**src/rtl/neuron_tick_scheduler.sv**
```systemverilog
`default_nettype none
// ============================================================================
//  Module      : neuron_tick_scheduler
//  Description : Sequences one neuromorphic tick. It scans the latched axon
//                spikes and issues one row integration per set bit, then
//                requests the fire phase and captures the resulting spikes.
//  Revision    : 1.0 - initial release
// ============================================================================
module neuron_tick_scheduler #(
    parameter int NUM_AXONS   = 256,
    parameter int NUM_NEURONS = 256,
    parameter int IDX_W       = 8
) (
    input  logic                           clk,
    input  logic                           rst,
    input  logic                           start_i,
    input  logic                           abort_i,
    input  logic [NUM_AXONS-1:0]           axon_spikes_i,
    output logic                           axon_valid_o,
    output logic [IDX_W-1:0]               axon_idx_o,
    input  logic                           axon_ready_i,
    output logic                           fire_o,
    input  logic                           fire_ready_i,
    input  logic [NUM_NEURONS-1:0]         neuron_spikes_i,
    output logic [NUM_NEURONS-1:0]         spike_vec_o,
    output logic [$clog2(NUM_NEURONS):0]   spike_count_o,
    output logic [15:0]                    tick_count_o,
    output logic                           busy_o,
    output logic                           done_o
);

    localparam int               c_CNT_W    = $clog2(NUM_NEURONS) + 1;
    localparam logic [IDX_W-1:0] c_LAST_IDX = IDX_W'(NUM_AXONS - 1);

    localparam logic [2:0] c_IDLE    = 3'd0;
    localparam logic [2:0] c_SCAN    = 3'd1;
    localparam logic [2:0] c_ISSUE   = 3'd2;
    localparam logic [2:0] c_FIRE    = 3'd3;
    localparam logic [2:0] c_CAPTURE = 3'd4;
    localparam logic [2:0] c_DONE    = 3'd5;

    logic [2:0]             r_state;
    logic [IDX_W-1:0]       r_idx;
    logic [NUM_AXONS-1:0]   r_latched;
    logic [NUM_NEURONS-1:0] r_spike_vec;
    logic [c_CNT_W-1:0]     r_spike_count;
    logic [15:0]            r_tick_count;
    logic                   r_axon_valid;
    logic                   r_fire;
    logic                   r_busy;
    logic                   r_done;
    logic [c_CNT_W-1:0]     w_popcount;

    always_comb begin
        w_popcount = '0;
        for (int i = 0; i < NUM_NEURONS; i++) begin
            w_popcount = w_popcount + c_CNT_W'(neuron_spikes_i[i]);
        end
    end

    // Handshake outputs are registered alongside the state so they change on
    // exactly the edge that enters or leaves ISSUE / FIRE.
    always_ff @(posedge clk) begin
        if (rst) begin
            r_state       <= c_IDLE;
            r_idx         <= '0;
            r_latched     <= '0;
            r_spike_vec   <= '0;
            r_spike_count <= '0;
            r_tick_count  <= '0;
            r_axon_valid  <= 1'b0;
            r_fire        <= 1'b0;
            r_busy        <= 1'b0;
            r_done        <= 1'b0;
        end else if (abort_i && (r_state != c_IDLE)) begin
            r_state      <= c_IDLE;
            r_axon_valid <= 1'b0;
            r_fire       <= 1'b0;
            r_busy       <= 1'b0;
            r_done       <= 1'b0;
        end else begin
            r_done <= 1'b0;
            case (r_state)
                c_IDLE: begin
                    if (start_i && !abort_i) begin
                        r_latched <= axon_spikes_i;
                        r_idx     <= '0;
                        r_busy    <= 1'b1;
                        r_state   <= c_SCAN;
                    end
                end
                c_SCAN: begin
                    if (r_latched[r_idx]) begin
                        r_axon_valid <= 1'b1;
                        r_state      <= c_ISSUE;
                    end else if (r_idx == c_LAST_IDX) begin
                        r_fire  <= 1'b1;
                        r_state <= c_FIRE;
                    end else begin
                        r_idx <= r_idx + IDX_W'(1);
                    end
                end
                c_ISSUE: begin
                    if (axon_ready_i) begin
                        r_axon_valid <= 1'b0;
                        if (r_idx == c_LAST_IDX) begin
                            r_fire  <= 1'b1;
                            r_state <= c_FIRE;
                        end else begin
                            r_idx   <= r_idx + IDX_W'(1);
                            r_state <= c_SCAN;
                        end
                    end
                end
                c_FIRE: begin
                    if (fire_ready_i) begin
                        r_fire  <= 1'b0;
                        r_state <= c_CAPTURE;
                    end
                end
                c_CAPTURE: begin
                    r_spike_vec   <= neuron_spikes_i;
                    r_spike_count <= w_popcount;
                    r_tick_count  <= r_tick_count + 16'd1;
                    r_done        <= 1'b1;
                    r_state       <= c_DONE;
                end
                c_DONE: begin
                    r_busy  <= 1'b0;
                    r_state <= c_IDLE;
                end
                default: begin
                    r_axon_valid <= 1'b0;
                    r_fire       <= 1'b0;
                    r_busy       <= 1'b0;
                    r_state      <= c_IDLE;
                end
            endcase
        end
    end

    assign axon_valid_o  = r_axon_valid;
    assign axon_idx_o    = r_idx;
    assign fire_o        = r_fire;
    assign spike_vec_o   = r_spike_vec;
    assign spike_count_o = r_spike_count;
    assign tick_count_o  = r_tick_count;
    assign busy_o        = r_busy;
    assign done_o        = r_done;

endmodule
`default_nettype wire

```
**config.mk**
```make
export PLATFORM = sky130hd
export DESIGN_NAME = neuron_tick_scheduler
export DESIGN_NICKNAME = d
export VERILOG_FILES = /design/src/rtl/neuron_tick_scheduler.sv
export SDC_FILE = /design/constraint.sdc
export NUM_CORES = 2
export LEC_CHECK = 0
export CAP_MARGIN = 5
export CORE_AREA = 2 2 312 314
export CTS_CLUSTER_SIZE = 40
export DETAILED_ROUTE_END_ITERATION = 10
export DIE_AREA = 0 0 314 316
export HOLD_SLACK_MARGIN = 0.12
export PLACE_DENSITY = 0.53
export SLEW_MARGIN = 20
export SYNTH_ARGS = -nofsm -noshare
export SYNTH_HDL_FRONTEND = slang
export SYNTH_SLANG_ARGS = --single-unit
```
**constraint.sdc**
```tcl
create_clock -name clk -period 15.86 [get_ports clk]
set_clock_uncertainty 0.1 [all_clocks]
set_input_delay 4.758 -clock clk [delete_from_list [all_inputs] [get_ports clk]]
set_output_delay 4.758 -clock clk [all_outputs]
set_load 0.01 [all_outputs]
```
**After elaboration in Yosys (flattened, before gate mapping)**

Cells that the tools add are included.

- Flip-flop bits (word level): 552
- Bits in latches: 0
- RAM bits: 0
- Bits in read-only memories: 0
- Output and inout bits: 293
- Logic and storage cells: 326
- Memories kept: 0

- Add/sub/neg operators: 257
- Multipliers: 0
- Divide/modulo/power cells: 0
- Order comparisons: 1
- Equality and inequality tests: 12
- Shift operators: 0
- Multiplexer cells: 25
- Bitwise operators: 4
- Reduce and logical (&&, ||, !) cells: 17

Operators by type and width:

| kind | number |
|---|---|
| $add A9 B1 Y9 | 247 |
| $mux W8 | 4 |
| $pmux W8 S3 | 1 |
| $add A16 B1 Y16 const B | 1 |
| $mux W3 | 5 |
| $pmux W3 S5 | 1 |
| $ne A2 B2 Y1 const B | 5 |
| $add A8 B1 Y9 | 1 |
| $lt A8 B9 Y1 const B | 1 |
| $mux W1 | 9 |
| $add A7 B1 Y8 | 1 |
| $add A8 B1 Y8 const B | 1 |
| $bmux W1 S8 | 1 |
| $eq A8 B8 Y1 const B | 1 |
| $reduce_and A4 Y1 | 2 |
| $reduce_or A4 Y1 | 2 |
| $add A6 B1 Y7 | 1 |
| $add A5 B1 Y6 | 1 |
| $eq A3 B2 Y1 const B | 2 |
| $eq A3 B3 Y1 const B | 2 |
| $reduce_and A3 Y1 | 2 |
| $reduce_bool A3 Y1 | 2 |
| $add A4 B1 Y5 | 1 |
| $reduce_and A5 Y1 | 1 |
| other kinds (16) | 21 |

**Depth between registers and ports, before layout**

- Word-level depth: 255
- Depth in mapped cells: 30

**Worst setup path before layout**

No wires, ideal clock.

- Path type: input -> register
- From: input port neuron_spikes_i[131]
- To: register r_spike_count[7], in the netlist spike_count_o[7]
- Arrival: 11961 ps
- Data required time: 15646 ps
- Path slack: 3685 ps
- Cell stages on the path: 28
- Path buffers: 0
- Cell sequence: inv_1 > fa_1 > inv_1 > fa_1 > inv_1 > fa_1 > fa_1 > inv_1 > fa_1 > fa_1 > inv_1 > fa_1 > fa_1 > inv_1 > fa_1 > fa_1 > inv_1 > fa_1 > inv_1 > ha_1 > a21o_1 > a21oi_1 > o21ai_0 > a21oi_1 > o21bai_1 > a21oi_1 > xnor2_1 > a21o_1

- Cells in the longest elaborated chain, start to end: 125

Ends and longest elaborated chain:

| item | line | source |
|---|---|---|
| start: declaration | 24 | `input logic [NUM_NEURONS-1:0] neuron_spikes_i,` |
| $add A9 B1 Y9 (125 in a row) | 57 | `w_popcount = w_popcount + c_CNT_W'(neuron_spikes_i[i]);` |
| end signal: assignment | 123 | `r_spike_count <= w_popcount;` |
| end: declaration | 46 | `logic [c_CNT_W-1:0] r_spike_count;` |

No other way between the ends.
A chain may end at the register's enable or synchronous reset.

**Worst setup path after layout**

- From: input port neuron_spikes_i[133]
- To: register r_spike_count[6], in the netlist spike_count_o[6]

- Cells in the longest elaborated chain, start to end: 123

Ends and longest elaborated chain:

| item | line |
|---|---|
| $add A9 B1 Y9 (123 in a row) | 57 |

No other way between the ends.

==> results.json <==
{
  "status": "complete, no violations",
  "cts_root_buffer": "clkbuf_16",
  "ant_nets": 0,
  "grt_pass1_vias": 25300,
  "crit_top_cell": "fa_1",
  "critPathSlowestCell": "fa_1",
  "crit_type": "primary input to flop",
  "netlist-cell-type-count": 63,
  "ff_latch_area_mm2": 0.0111,
  "drc_errors": 0,
  "layout_commonest_cell": "nand2_1",
  "clock_latency_ps": 640,
  "core_area_mm2": 0.0960,
  "yosys_register_bits": 552,
  "hp-class": "flop to flop",
  "cts_tree": "built",
  "grt_use_total": 0.231,
  "fillers": 9841,
  "fin_nets": 4853,
  "setup_viol": 0,
  "cts_hold_buf": 0,
  "grt_pass1_wl_um": 169000,
  "multiInputGateArea_mm2": 0.0151,
  "grt_overflow": 0,
  "slew_violations": 0,
  "syn_nets": 4156,
  "endpoint_kind": "flop",
  "crit_fanout": 2,
  "drv_cap": 0,
  "synth_edf_count": 0,
  "yosys.area_share.adder": 0.189,
  "max_freq_ghz": 0.0799,
  "layout_common_cells": "nand2_1, clkdlybuf4s50_1, dfxtp_1",
  "syn2layout_area_growth_pct": 39.7,
  "wire_per_inst_um": 21.9,
  "worstPathArrival_ps": 12970,
  "hold_viol_final": 0,
  "synth_compound_area_frac": 0.121,
  "post_synth.cell_area_avg_um2": 8.46,
  "die_w_um": 314,
  "synth_top_family_by_area": "adder cells",
  "antenna_found_initial": 31,
  "numCtsBuffers": 69,
  "cp.required_ps": 16310,
  "ys_seq_area_frac": 0.389,
  "cts_buffer_depth": 3,
  "start_util": 0.296,
  "netlist_instances": 3355,
  "yosys.area_share.simple": 0.162,
  "critPathBufInv": 10,
  "finalCritPeriodShare": 0.789,
  "fin_crit_ps": 12510,
  "synth_area_mm2": 0.0284,
  "path_delay_family": "adder cells",
  "first_iter_violations": 1607,
  "routed_wl_um": 118000,
  "firstDrtPassIters": 5,
  "clk_pin_slew_worst_paths_ps": 50,
  "die_h_um": 316,
  "rsz0062_at_grt": "false",
  "clock-sinks": 552,
  "die_area_mm2": 0.0992,
  "drive_above_1_share": 0.0417,
  "port_buffers": 810,
  "slew_headroom": 0.265,
  "rows": 114,
  "grt_max_degree": 210,
  "async_reset_ff_frac": 0,
  "dp.final_hpwl_um": 90500,
  "worst_pin_slew_ps": 1100,
  "worstSetupStartpointType": "primary input",
  "viasPerCell": 4.65,
  "io_pins": 811,
  "cts_resized": 0,
  "synth_xor_area_frac": 0.00555,
  "gp_congestion": 0.850,
  "h-tree-depth": 3,
  "ys_warn_count": 0,
  "setup_tns_ps": 0,
  "slowest_delay_ps": 570,
  "synthFlopType": "dfxtp_1",
  "num_vias": 25000,
  "synth_mux_area_frac": 0.0534,
  "post_cts_buffers": 0
}
==> final timing paths <==
kind	from	end	depth (start not counted)	slack [ps]
worst min-delay path	r_latched[237]$_SDFFE_PP0P_	r_latched[237]$_SDFFE_PP0P_	2	350
worst min register to register	r_latched[237]$_SDFFE_PP0P_	r_latched[237]$_SDFFE_PP0P_	2	350
worst max register to register	axon_idx_o[2]$_SDFFE_PP0P_	axon_idx_o[4]$_SDFFE_PP0P_	8	11700
worst max-delay path	neuron_spikes_i[133]	spike_count_o[6]$_SDFFE_PP0P_	31	3350
==> tightest hold or removal path: cells and delay by family (launching register included) <==
kind / cells / cell delay (ps)
and+or+nand+nor: 1 / 50
DFF: 1 / 300
AOI/OAI and AO/OA: 1 / 50
==> state kept, by name, summed over array words and instances, names as in the netlist <==
| name | cells |
|---|---|
| spike_vec_o | 256 |
| tick_count_o | 16 |
| axon_valid_o | 1 |
| done_o | 1 |
| axon_idx_o | 8 |
| fire_o | 1 |
| busy_o | 1 |
| r_state | 3 |
| spike_count_o | 9 |
| r_latched | 256 |
==> routing by layer <==
| layer | GRT usage | wire (µm) | vias up |
|---|---|---|---|
| met5 | 0 | 188 | - |
| met4 | 0.0606 | 2550 | 30 |
| met3 | 0.0795 | 9740 | 152 |
| met2 | 0.400 | 57900 | 738 |
| met1 | 0.273 | 47500 | 12100 |
| li1 | - | - | 12000 |
==> cell families (layout without fill, tap and decap cells) <==
logic type	Yosys count	count (layout)
xor+xnor	18	18
fa+ha+maj	283	283
other cells	0	13
flops	552	552
buf+inv	579	1324
simple gates	1185	1185
compound gates	632	632
mux	106	106
==> layout make-up <==
class,instances,share of cell area
multi-input combinational,2224,0.380
clock inverter,24,0.00612
tap,1276,0.0402
clock buffer,95,0.0490
inverter,373,0.0353
antenna,13,0.000820
sequential,552,0.279
timing repair buffer,832,0.210
==> synthesized netlist by cell type, drive strengths merged, types with 3 or more instances <==
cell type  instances  area, µm²
or3                5       31.3
nand2           1077       4040
nor2b              8       50.1
a221oi             7       92.6
mux2               4       45.0
dfxtp            552      11100
fa               242       4840
a21oi            544       2720
nor2              36        135
nand3             17       85.1
a211oi             5       37.5
clkbuf           185        694
nand2b             3       18.8
mux4              32        769
o22ai              3       31.3
nand4              5       31.3
xnor2              8       70.1
a22oi             22        165
and2              10       62.6
inv              373       1400
nor4               3       18.8
o21ai             25        129
nor3               8       40.0
ha                41        513
xor2              10       87.6
or2                3       21.3
mux2i             70        701
buf               21        190
and3               7       43.8
==> stage by stage <==
| stage | setup WS [ps] | std cells | hold WS [ps] | utilization | instance area, µm² |
|---|---|---|---|---|---|
| 3_3_place_gp | 2620 | 5257 | 338 | 0.390 | 37400 |
| 3_5_place_dp | 2600 | 5257 | 342 | 0.390 | 37400 |
| 2_1_floorplan | 3690 | 3355 | 332 | - | 28400 |
| 5_1_grt | 2910 | 5385 | 365 | 0.413 | 39700 |
| 4_1_cts | 3320 | 5376 | 349 | 0.413 | 39600 |
| 6_report | 3350 | 5389 | 348 | 0.413 | 39700 |
Power is left out: the tool's default activity adds up to more than one toggle a clock period on the data nets, which glitch-free logic cannot reach.
